===== config.mk =====
export PLATFORM = sky130hd
export DESIGN_NAME = fede_skid
export DESIGN_NICKNAME = d
export VERILOG_FILES = /design/src/rtl/fede_skid.sv
export SDC_FILE = /design/constraint.sdc
export NUM_CORES = 1
export LEC_CHECK = 0
export CAP_MARGIN = 20
export CORE_MARGIN = 5
export CORE_UTILIZATION = 40
export DETAILED_ROUTE_END_ITERATION = 10
export PLACE_DENSITY = 0.76
export SYNTH_ARGS = -nofsm -noshare
export SYNTH_HDL_FRONTEND = slang
export SYNTH_SLANG_ARGS = --single-unit

===== constraint.sdc =====
create_clock -name clk -period 4.45 [get_ports clk]
set_clock_uncertainty 0.15 [all_clocks]
set_input_delay 0.89 -clock clk [delete_from_list [all_inputs] [get_ports clk]]
set_output_delay 0.89 -clock clk [all_outputs]
set_load 0.02 [all_outputs]

===== src/rtl/fede_skid.sv =====
`default_nettype none
// ============================================================================
//  Module   : fede_skid
//  Purpose  : Fetch-to-decode pipeline stage with valid/ready handshaking and
//             a 2-entry skid buffer. ready_f comes straight from a flop, so it
//             never depends combinationally on the decode-side stall. Supports
//             flush with NOP injection and a saturating flush counter.
//  Revision : 1.0  initial release
// ============================================================================
module fede_skid #(
  parameter int               XLEN      = 32,
  parameter int               ILEN      = 32,
  parameter logic [ILEN-1:0]  NOP_INSTR = 32'h00000013,
  parameter int               CNT_W     = 16
) (
  input  logic              clk,
  input  logic              rst,
  input  logic              clr,
  input  logic              en_n,
  input  logic              valid_f,
  output logic              ready_f,
  input  logic [ILEN-1:0]   instrf,
  input  logic [XLEN-1:0]   pcf,
  input  logic [XLEN-1:0]   pc4f,
  output logic              valid_d,
  output logic [ILEN-1:0]   instrd,
  output logic [XLEN-1:0]   pcd,
  output logic [XLEN-1:0]   pc4d,
  output logic [CNT_W-1:0]  flush_cnt
);

  localparam logic [CNT_W-1:0] c_CNT_MAX = {CNT_W{1'b1}};

  // Skid register: holds the second entry when decode stalls while fetch
  // still delivers. It is never visible on the outputs directly.
  logic              r_skid_v;
  logic [ILEN-1:0]   r_skid_instr;
  logic [XLEN-1:0]   r_skid_pc;
  logic [XLEN-1:0]   r_skid_pc4;

  logic              w_accept;
  logic              w_consume;
  logic [1:0]        w_discard;
  logic [CNT_W:0]    w_cnt_sum;
  logic [CNT_W-1:0]  w_cnt_next;

  // ready_f is the inverse of a flop output, so the stall cannot reach it
  // through any combinational path.
  assign ready_f   = ~r_skid_v;
  assign w_accept  = valid_f & ready_f;
  assign w_consume = valid_d & ~en_n;

  // Entries thrown away by a flush: the main entry only if decode is not
  // taking it in that same cycle, plus whatever sits in the skid register.
  assign w_discard  = {1'b0, valid_d & ~w_consume} + {1'b0, r_skid_v};
  // One extra bit catches the carry; any carry means the counter saturates.
  assign w_cnt_sum  = {1'b0, flush_cnt} + (CNT_W+1)'(w_discard);
  assign w_cnt_next = w_cnt_sum[CNT_W] ? c_CNT_MAX : w_cnt_sum[CNT_W-1:0];

  // Main/skid occupancy update; reset beats flush, flush beats handshakes.
  always_ff @(posedge clk) begin
    if (rst) begin
      valid_d      <= 1'b0;
      instrd       <= NOP_INSTR;
      pcd          <= '0;
      pc4d         <= '0;
      r_skid_v     <= 1'b0;
      r_skid_instr <= '0;
      r_skid_pc    <= '0;
      r_skid_pc4   <= '0;
    end else if (clr) begin
      valid_d      <= 1'b0;
      instrd       <= NOP_INSTR;
      pcd          <= '0;
      pc4d         <= '0;
      r_skid_v     <= 1'b0;
    end else if (!valid_d) begin
      // Empty: the stall input is irrelevant, only an incoming entry matters.
      if (w_accept) begin
        valid_d <= 1'b1;
        instrd  <= instrf;
        pcd     <= pcf;
        pc4d    <= pc4f;
      end
    end else if (!r_skid_v) begin
      // One entry held in main.
      if (w_accept && w_consume) begin
        instrd <= instrf;
        pcd    <= pcf;
        pc4d   <= pc4f;
      end else if (w_accept) begin
        r_skid_v     <= 1'b1;
        r_skid_instr <= instrf;
        r_skid_pc    <= pcf;
        r_skid_pc4   <= pc4f;
      end else if (w_consume) begin
        valid_d <= 1'b0;
        instrd  <= NOP_INSTR;
        pcd     <= '0;
        pc4d    <= '0;
      end
    end else begin
      // Full: nothing can be accepted; the skid entry moves up on consume.
      if (w_consume) begin
        instrd   <= r_skid_instr;
        pcd      <= r_skid_pc;
        pc4d     <= r_skid_pc4;
        r_skid_v <= 1'b0;
      end
    end
  end

  // Flush counter: cleared by reset, saturating increment on each flush.
  always_ff @(posedge clk) begin
    if (rst) begin
      flush_cnt <= '0;
    end else if (clr) begin
      flush_cnt <= w_cnt_next;
    end
  end

endmodule
`default_nettype wire


==> out/metrics.yaml, run 1 <==
maxSlewHeadroom: 0.222
cts_hold_buf: 0
min_to: "r_skid_pc[4]$_SDFFE_PP0P_"
path_class: "in2reg"
drt_iter0_markers: 410
critPathMaxStageDelay_ns: 0.58
wl_per_cell_um: 17.2
cts_buffers: 22
dr.pass1.iters: 5
p_per_area_nw_per_um2: 393
final_nets: 1220
clockRootBuffer: "clkbuf_16"
synth-async-reset-ratio: 0
gp_congestion: 0.777
vias: 7673
r2r_cells: 8
final_common_cell: "clkdlybuf4s50_1"
r2r_start: "valid_d$_SDFF_PP0_"
p_leak_uw: 0.00377
worstHoldPathType: "reg2reg"
syn_inst: 957
hold_viol: 0
synth.avg_cell_area_um2: 8.37
grt_start_max_net_pins: 94
ant_nets: 0
max_freq_mhz: 318
total_power_uw: 4320
worstPathMaxFanout: 10
finalSetupTns_ns: 0
arrival_ns: 3.42
synth_area_um2: 8010
diodes: 0
final_cell_mix: "clkdlybuf4s50_1, dfxtp_1, nand2_1, a21oi_1, nor2_1"
htree_levels: 1
worstHoldStart: "r_skid_pc[4]$_SDFFE_PP0P_"
cts_tree: "built"
cts_buffer_depth: 3
synth_fp_nets: 1060
core_um2: 19600
cp-end-kind: "register"
vias_per_cell: 5.50
wl_mm: 23.9
worstPathCellList: "clkdlybuf4s50_1, nand2_2, fa_1, inv_1, ha_1, nand3_1, nor4_2, nand2_2, a21oi_1"
final_core_util: 0.561
ir_drop_uv: 261
synth-seq-cells: 210
drive_gt1_frac: 0.0496
cts.sinks: 210
port_buffers: 214
grt_first_pass_wirelength_mm: 37.8
worst_pin_slew_ns: 1.17
grtUsageTotal: 0.201
yosys_warnings: 0
clock_latency_ns: 0.50
final_area_um2: 11000
synth-seq-area-share: 0.525
whs_path_depth: 2
fin_crit_ns: 3.15
first_global_vias: 7308
dpl_cell_area_um2: 10300
io_pins: 215
die_x_um: 151
drc: 0
slew_viol_final: 0
area_delta_synth_final_pct: 37.2
fin_crit_sh: 0.707
worstReg2RegEnd: "flush_cnt[11]$_SDFFE_PP0P_"
post_synth_num_cell_types: 42
fp.dieH_um: 151
crit_top_cell: "nand2_2"
status: "finished, final reports clean"
grt.overflow.total: 0
whs_ns: 0.303
maxCapViolations: 0
rsz0062_at_grt: "no"
antenna_found_initial: 0
die_area_um2: 22900
finalSetupViolCount: 0
synth-main-ff-cell: "dfxtp_1"
cp_slowest_cell: "clkdlybuf4s50_1"
start_util: 0.409
rows: 51
startpoint_type: "input pin"
required_ns: 4.73
ctsResizeCount: 0
synth_edf_count: 0
r2r_slack_ns: 1.63
cts_setup_buffers: 0
clk_pin_slew_ns: 0.06
hpwlAfterDp_mm: 14.5
-- synth_stat cells (2+ instances only) --
cell	number	area [um2]
dfxtp_1	210	4200
a211oi_1	2	15.0
nor4_1	2	12.5
xnor2_1	4	35.0
buf_2	29	145
nor3_1	97	485
and3_1	2	12.5
inv_1	5	18.8
o21ai_1	2	10.0
nor4_2	2	25.0
o22ai_1	3	18.8
and4b_1	2	20.0
nand3_1	8	40.0
o21ai_0	4	20.0
nand2_1	195	732
clkbuf_1	49	184
xor2_1	3	26.3
nand2b_1	2	12.5
o21a_1	2	15.0
buf_1	7	26.3
nand2_2	2	12.5
a31oi_1	2	12.5
nor2_1	98	368
a21oi_1	113	566
a221oi_1	93	815
buf_4	3	22.5
-- sequential cells by signal, summed over array words and instances, names as in the netlist --
name and flops:
flush_cnt 16, instrd 32, pc4d 32, pcd 32
r_skid_instr 32, r_skid_pc 32, r_skid_pc4 32, r_skid_v 1
valid_d 1
-- stage by stage --
stage / instances / setup slack [ns]
3_5_place_dp: 1358 / 0.799
6_report: 1394 / 1.30
2_1_floorplan: 957 / 1.80
3_3_place_gp: 1358 / 0.914
4_1_cts: 1394 / 1.33
5_1_grt: 1394 / 1.14
-- how the worst max path moves through the flow --
stage / depth (start not counted) / endpoint / slack, ns / start
floorplan: 8 / flush_cnt[14]$_SDFFE_PP0P_ / 1.80 / en_n
global placement: 9 / flush_cnt[7]$_SDFFE_PP0P_ / 0.91 / en_n
detailed placement: 9 / flush_cnt[11]$_SDFFE_PP0P_ / 0.80 / en_n
CTS: 9 / flush_cnt[11]$_SDFFE_PP0P_ / 1.33 / en_n
global route: 9 / flush_cnt[13]$_SDFFE_PP0P_ / 1.14 / en_n
finish: 9 / flush_cnt[11]$_SDFFE_PP0P_ / 1.30 / en_n
-- cell families (layout without fill, tap and decap cells) --
group / Yosys count / in the layout / share of synthesized area
compound gates: 225 / 225 / 0.188
fa+ha+maj: 2 / 2 / 0.00406
simple gates: 419 / 419 / 0.225
xor+xnor: 7 / 7 / 0.00766
flops: 210 / 210 / 0.525
mux: 1 / 1 / 0.00125
buf+inv: 93 / 265 / 0.0495
-- critical path, delay by kind of cell --
family | cells | cell delay (ns)
buffers and inverters | 2 | 0.65
and+or+nand+nor | 4 | 1.08
adders and majority gates | 2 | 0.61
AOI/OAI and AO/OA | 1 | 0.19
-- per-layer routing --
metal,wire [um],global-route usage
met3,1880,0.0419
met2,11200,0.326
met1,10100,0.266
met4,699,0.0698
met5,0,0
-- power by group --
group / total [uW] / switching [uW] / internal, uW
clock: 1860 / 722 / 1130
sequential: 1960 / 29.3 / 1930
combinational: 499 / 266 / 233
-- layout make-up --
class / count / area, um2
well taps: 265 / 332
repair buffers: 224 / 2250
clock inverters: 4 / 70.1
inverters: 5 / 18.8
multi-input cells: 654 / 3450
fillers: 1787 / 8600
clock buffers: 32 / 659
flip-flops and latches: 210 / 4200
No activity file was read; power rests on OpenSTA's default activity.
==> run 2, diff against run 1 <==
==> constraint.sdc (replaced) <==
create_clock -name clk -period 3.25 [get_ports clk]
set_clock_uncertainty 0.15 [all_clocks]
set_input_delay 0.65 -clock clk [delete_from_list [all_inputs] [get_ports clk]]
set_output_delay 0.65 -clock clk [all_outputs]
set_load 0.02 [all_outputs]
==> out/metrics.yaml, run 2 (synthesized netlist as in run 1, its figures left out) <==
p_leak_uw: 0.00379
cts_setup_buffers: 0
core_um2: 19600
final_core_util: 0.563
path_buf_inv: 2
maxCapViolations: 0
arrival_ns: 2.97
first_global_vias: 7476
total_power_uw: 5760
final_cell_mix: "clkdlybuf4s50_1, dfxtp_1, nand2_1, a21oi_1, nor2_1"
hpwlAfterDp_mm: 14.8
cts_buffers: 22
layout_setup_ws_ns: 0.552
startpoint_type: "input pin"
dr.pass1.iters: 4
grtUsageTotal: 0.199
grt.overflow.total: 0
clock_latency_ns: 0.49
rows: 51
hold_viol: 0
worstPathCellList: "clkdlybuf4s50_1, nand2_2, fa_1, inv_1, ha_1, nand3_1, nor4_2, nand2_2, a21oi_1"
htree_levels: 1
fin_crit_sh: 0.830
grt_start_max_net_pins: 100
drt_iter0_markers: 457
ir_drop_uv: 334
cp-end-kind: "register"
required_ns: 3.52
max_freq_mhz: 371
grt_first_pass_wirelength_mm: 37.8
final_common_cell: "clkdlybuf4s50_1"
worstHoldPathType: "reg2reg"
ant_nets: 0
ctsResizeCount: 0
drive_gt1_frac: 0.0545
die_x_um: 151
status: "finished, final reports clean"
critical-path-top-delay-family: "simple AND/OR/NAND/NOR gates"
drc: 0
port_buffers: 214
finalSetupViolCount: 0
io_pins: 215
p_per_area_nw_per_um2: 522
cts_hold_buf: 0
slew_viol_final: 0
clk_pin_slew_ns: 0.06
rsz0062_at_grt: "no"
worst_pin_slew_ns: 0.855
cp_slowest_cell: "clkdlybuf4s50_1"
maxSlewHeadroom: 0.430
fin_crit_ns: 2.70
start_util: 0.409
fp.dieH_um: 151
die_area_um2: 22900
final_nets: 1226
gp_congestion: 0.762
cts_tree: "built"
antenna_found_initial: 0
diodes: 0
cts.sinks: 210
worstPathMaxFanout: 10
cts_buffer_depth: 3
dp_slack_ns: 0.0501
vias_per_cell: 5.47
clockRootBuffer: "clkbuf_16"
vias: 7664
finalSetupTns_ns: 0
wl_per_cell_um: 16.9
crit_top_cell: "nand2_2"
wl_mm: 23.8
path_class: "in2reg"
area_delta_synth_final_pct: 37.7
critPathMaxStageDelay_ns: 0.54
-- run 2: cell count changes in the layout (fill, tap and decap cells not counted) --
| cell | delta |
|---|---|
| buf_4 | +3 |
| bufinv_16 | -2 |
| buf_12 | +3 |
| clkinv_2 | +2 |
| clkbuf_1 | +2 |
-- run 2: worst register-to-register path: stages, from the launching register on --
cell and delay (ns):
dfxtp_1 0.39, inv_1 0.12, fa_1 0.43, inv_1 0.07, ha_1 0.17, nand3_1 0.17, nor4_2 0.48, nand2_2 0.23
a21oi_1 0.18
-- run 2: final cells by class --
class	instances	area [um2]
Clock inverter	4	20.0
Clock buffer	34	667
Sequential cell	210	4200
Inverter	5	18.8
Fill cell	1808	8560
Multi-Input combinational cell	654	3450
Timing Repair Buffer	230	2330
Tap cell	265	332
-- run 2: stage by stage --
stage | instance area, um2 | hold WS [ns] | cells
6_report | 11000 | 0.303 | 1402
5_1_grt | 11000 | 0.319 | 1402
4_1_cts | 11000 | 0.304 | 1402
3_5_place_dp | 10300 | 0.297 | 1364
3_3_place_gp | 10300 | 0.291 | 1364
2_1_floorplan | 8010 | 0.286 | 957
-- run 2: worst paths after layout --
check | from | end | slack [ns] | cells after the start
max | en_n | flush_cnt[9]$_SDFFE_PP0P_ | 0.55 | 9
min | r_skid_pc[7]$_SDFFE_PP0P_ | r_skid_pc[7]$_SDFFE_PP0P_ | 0.30 | 2
max reg2reg | r_skid_v$_SDFFE_PP0P_ | flush_cnt[9]$_SDFFE_PP0P_ | 0.80 | 8
min reg2reg | r_skid_pc[7]$_SDFFE_PP0P_ | r_skid_pc[7]$_SDFFE_PP0P_ | 0.30 | 2
-- run 2: metal layers --
metal / vias up / share of wire / track usage
met2: 286 / 0.48 / 0.340
met4: 0 / 0.025 / 0.0626
li1: 3709 / - / -
met5: - / 0 / 0
met3: 39 / 0.075 / 0.0321
met1: 3630 / 0.42 / 0.259
-- run 2: power by group --
part           total (uW)  switching, uW  leakage, uW  internal, uW
clock                2380            978     0.000342          1400
combinational         692            367      0.00174           325
sequential           2690           39.6      0.00170          2650
total                5760           1390      0.00379          4370
==> run 3, diff against run 2 <==
--- a/config.mk
+++ b/config.mk
@@ -9,7 +9,7 @@
 export CORE_MARGIN = 5
 export CORE_UTILIZATION = 40
 export DETAILED_ROUTE_END_ITERATION = 10
-export PLACE_DENSITY = 0.76
+export PLACE_DENSITY = 0.79
 export SYNTH_ARGS = -nofsm -noshare
 export SYNTH_HDL_FRONTEND = slang
 export SYNTH_SLANG_ARGS = --single-unit
==> constraint.sdc (replaced) <==
create_clock -name clk -period 2.2 [get_ports clk]
set_clock_uncertainty 0.15 [all_clocks]
set_input_delay 0.44 -clock clk [delete_from_list [all_inputs] [get_ports clk]]
set_output_delay 0.44 -clock clk [all_outputs]
set_load 0.02 [all_outputs]
==> out/metrics.yaml, run 3 (synthesized netlist as in run 1, its figures left out) <==
status: "finished, final reports clean"
r2r_slack_ns: 0.10
grt.overflow.total: 0
drive_gt1_frac: 0.0858
maxCapViolations: 0
cts.sinks: 210
cts_tree: "built"
wl_mm: 24.6
diodes: 0
p_per_area_nw_per_um2: 779
antenna_found_initial: 0
top_layer: "met4"
r2r_start: "valid_d$_SDFF_PP0_"
fp.dieH_um: 151
worstReg2RegEnd: "flush_cnt[13]$_SDFFE_PP0P_"
p_leak_uw: 0.00416
route.met2.wl_mm: 12.0
cp-end-kind: "output pin"
grt_first_pass_wirelength_mm: 39.1
final_cell_mix: "dfxtp_1, clkdlybuf4s50_1, nand2_1, a21oi_1, nor2_1"
gp_congestion: 0.824
final_common_cell: "dfxtp_1"
startpoint_type: "register"
slew_viol_final: 0
critPathMaxStageDelay_ns: 0.65
arrival_ns: 1.56
wl_met1_mm: 9.99
cts_buffer_depth: 3
critical-path-top-delay-family: "buffers and inverters"
dr_wl_met3_mm: 1.81
required_ns: 1.61
clockRootBuffer: "clkbuf_16"
hpwlAfterDp_mm: 15.4
cts_buffers: 23
path_buf_inv: 1
vias_per_cell: 5.48
dr.pass1.iters: 5
worstHoldStart: "r_skid_pc4[30]$_SDFFE_PP0P_"
area_delta_synth_final_pct: 43.6
worst_pin_slew_ns: 0.538
drc: 0
core_um2: 19600
htree_levels: 1
worstHoldPathType: "reg2reg"
worstPathCellList: "clkdlybuf4s50_1"
vias: 7835
fin_crit_ns: 2.15
start_util: 0.409
first_global_vias: 7587
worstPathMaxFanout: 4
finalSetupTns_ns: 0
clk_pin_slew_ns: 0.06
io_pins: 215
r2r_cells: 7
maxSlewHeadroom: 0.641
fin_crit_sh: 0.976
drt_iter0_markers: 457
hold_viol: 0
rows: 51
clock_latency_ns: 0.49
port_buffers: 214
ir_drop_uv: 473
ant_nets: 0
min_to: "r_skid_pc4[30]$_SDFFE_PP0P_"
cts_hold_buf: 0
final_nets: 1253
grt_start_max_net_pins: 113
max_freq_mhz: 466
die_area_um2: 22900
grtUsageTotal: 0.206
path_class: "reg2out"
final_core_util: 0.587
cp_slowest_cell: "clkdlybuf4s50_1"
wl_per_cell_um: 17.2
total_power_uw: 8960
finalSetupViolCount: 0
die_x_um: 151
nFillCells: 1678
whs_path_depth: 2
run 3: cell count changes in the layout (fill, tap and decap cells not counted), sizes merged:
cell / delta
clkdlybuf4s50: -11
dlymetal6s2s: +4
nand2: +1
bufinv: +2
dlygate4sd2: +7
clkbuf: +1
clkinv: -1
buf: +25
run 3: repair_timing:
action / 4_1_cts / 5_1_grt
gates cloned: 1 / 0
setup endpoints to repair: 14 / 20
setup buffers: 0 / 2
resized for setup: 11 / 10
pin swaps: 4 / 4
run 3: power breakdown:
part / internal (uW) / total [uW] / switching (uW) / leakage, uW
clock network: 2420 / 3920 / 1500 / 0.000386
registers: 3910 / 3970 / 58.1 / 0.00171
logic: 521 / 1070 / 552 / 0.00207
run 3: how the worst max path moves through the flow:
stage | depth (start not counted) | end | slack (ns) | startpoint
5_1_grt | 6 | flush_cnt[15]$_SDFFE_PP0P_ | -0.01 | valid_d$_SDFF_PP0_
3_5_place_dp | 9 | flush_cnt[9]$_SDFFE_PP0P_ | -0.56 | en_n
6_report | 1 | flush_cnt[11] | 0.05 | flush_cnt[11]$_SDFFE_PP0P_
3_3_place_gp | 9 | flush_cnt[10]$_SDFFE_PP0P_ | -0.51 | en_n
4_1_cts | 8 | flush_cnt[11]$_SDFFE_PP0P_ | 0.009 | flush_cnt[0]$_SDFFE_PP0P_
2_1_floorplan | 9 | flush_cnt[10]$_SDFFE_PP0P_ | 0.01 | valid_d$_SDFF_PP0_
run 3: final cells by class:
class,count,area [um2],area share
clock buffers,35,701,0.0609
clock inverters,5,78.8,0.00686
inverters,5,18.8,0.00163
multi-input cells,655,3500,0.304
flip-flops and latches,210,4210,0.366
well taps,265,332,0.0288
repair buffers,255,2660,0.231
run 3: metrics by stage:
step	setup WS, ns	hold slack [ns]	instances	area [um2]
after floorplan	0.00969	0.286	957	8020
after global placement	-0.508	0.291	1388	10700
after detailed placement	-0.565	0.296	1388	10700
after CTS	0.00855	0.304	1429	11500
after global routing	-0.0110	0.319	1430	11500
final	0.0518	0.303	1430	11500
run 3: routing by layer:
| layer | global-route usage | vias to the layer above |
|---|---|---|
| li1 | - | 3765 |
| met3 | 0.0396 | 48 |
| met5 | 0 | - |
| met1 | 0.264 | 3711 |
| met2 | 0.352 | 311 |
| met4 | 0.0644 | 0 |
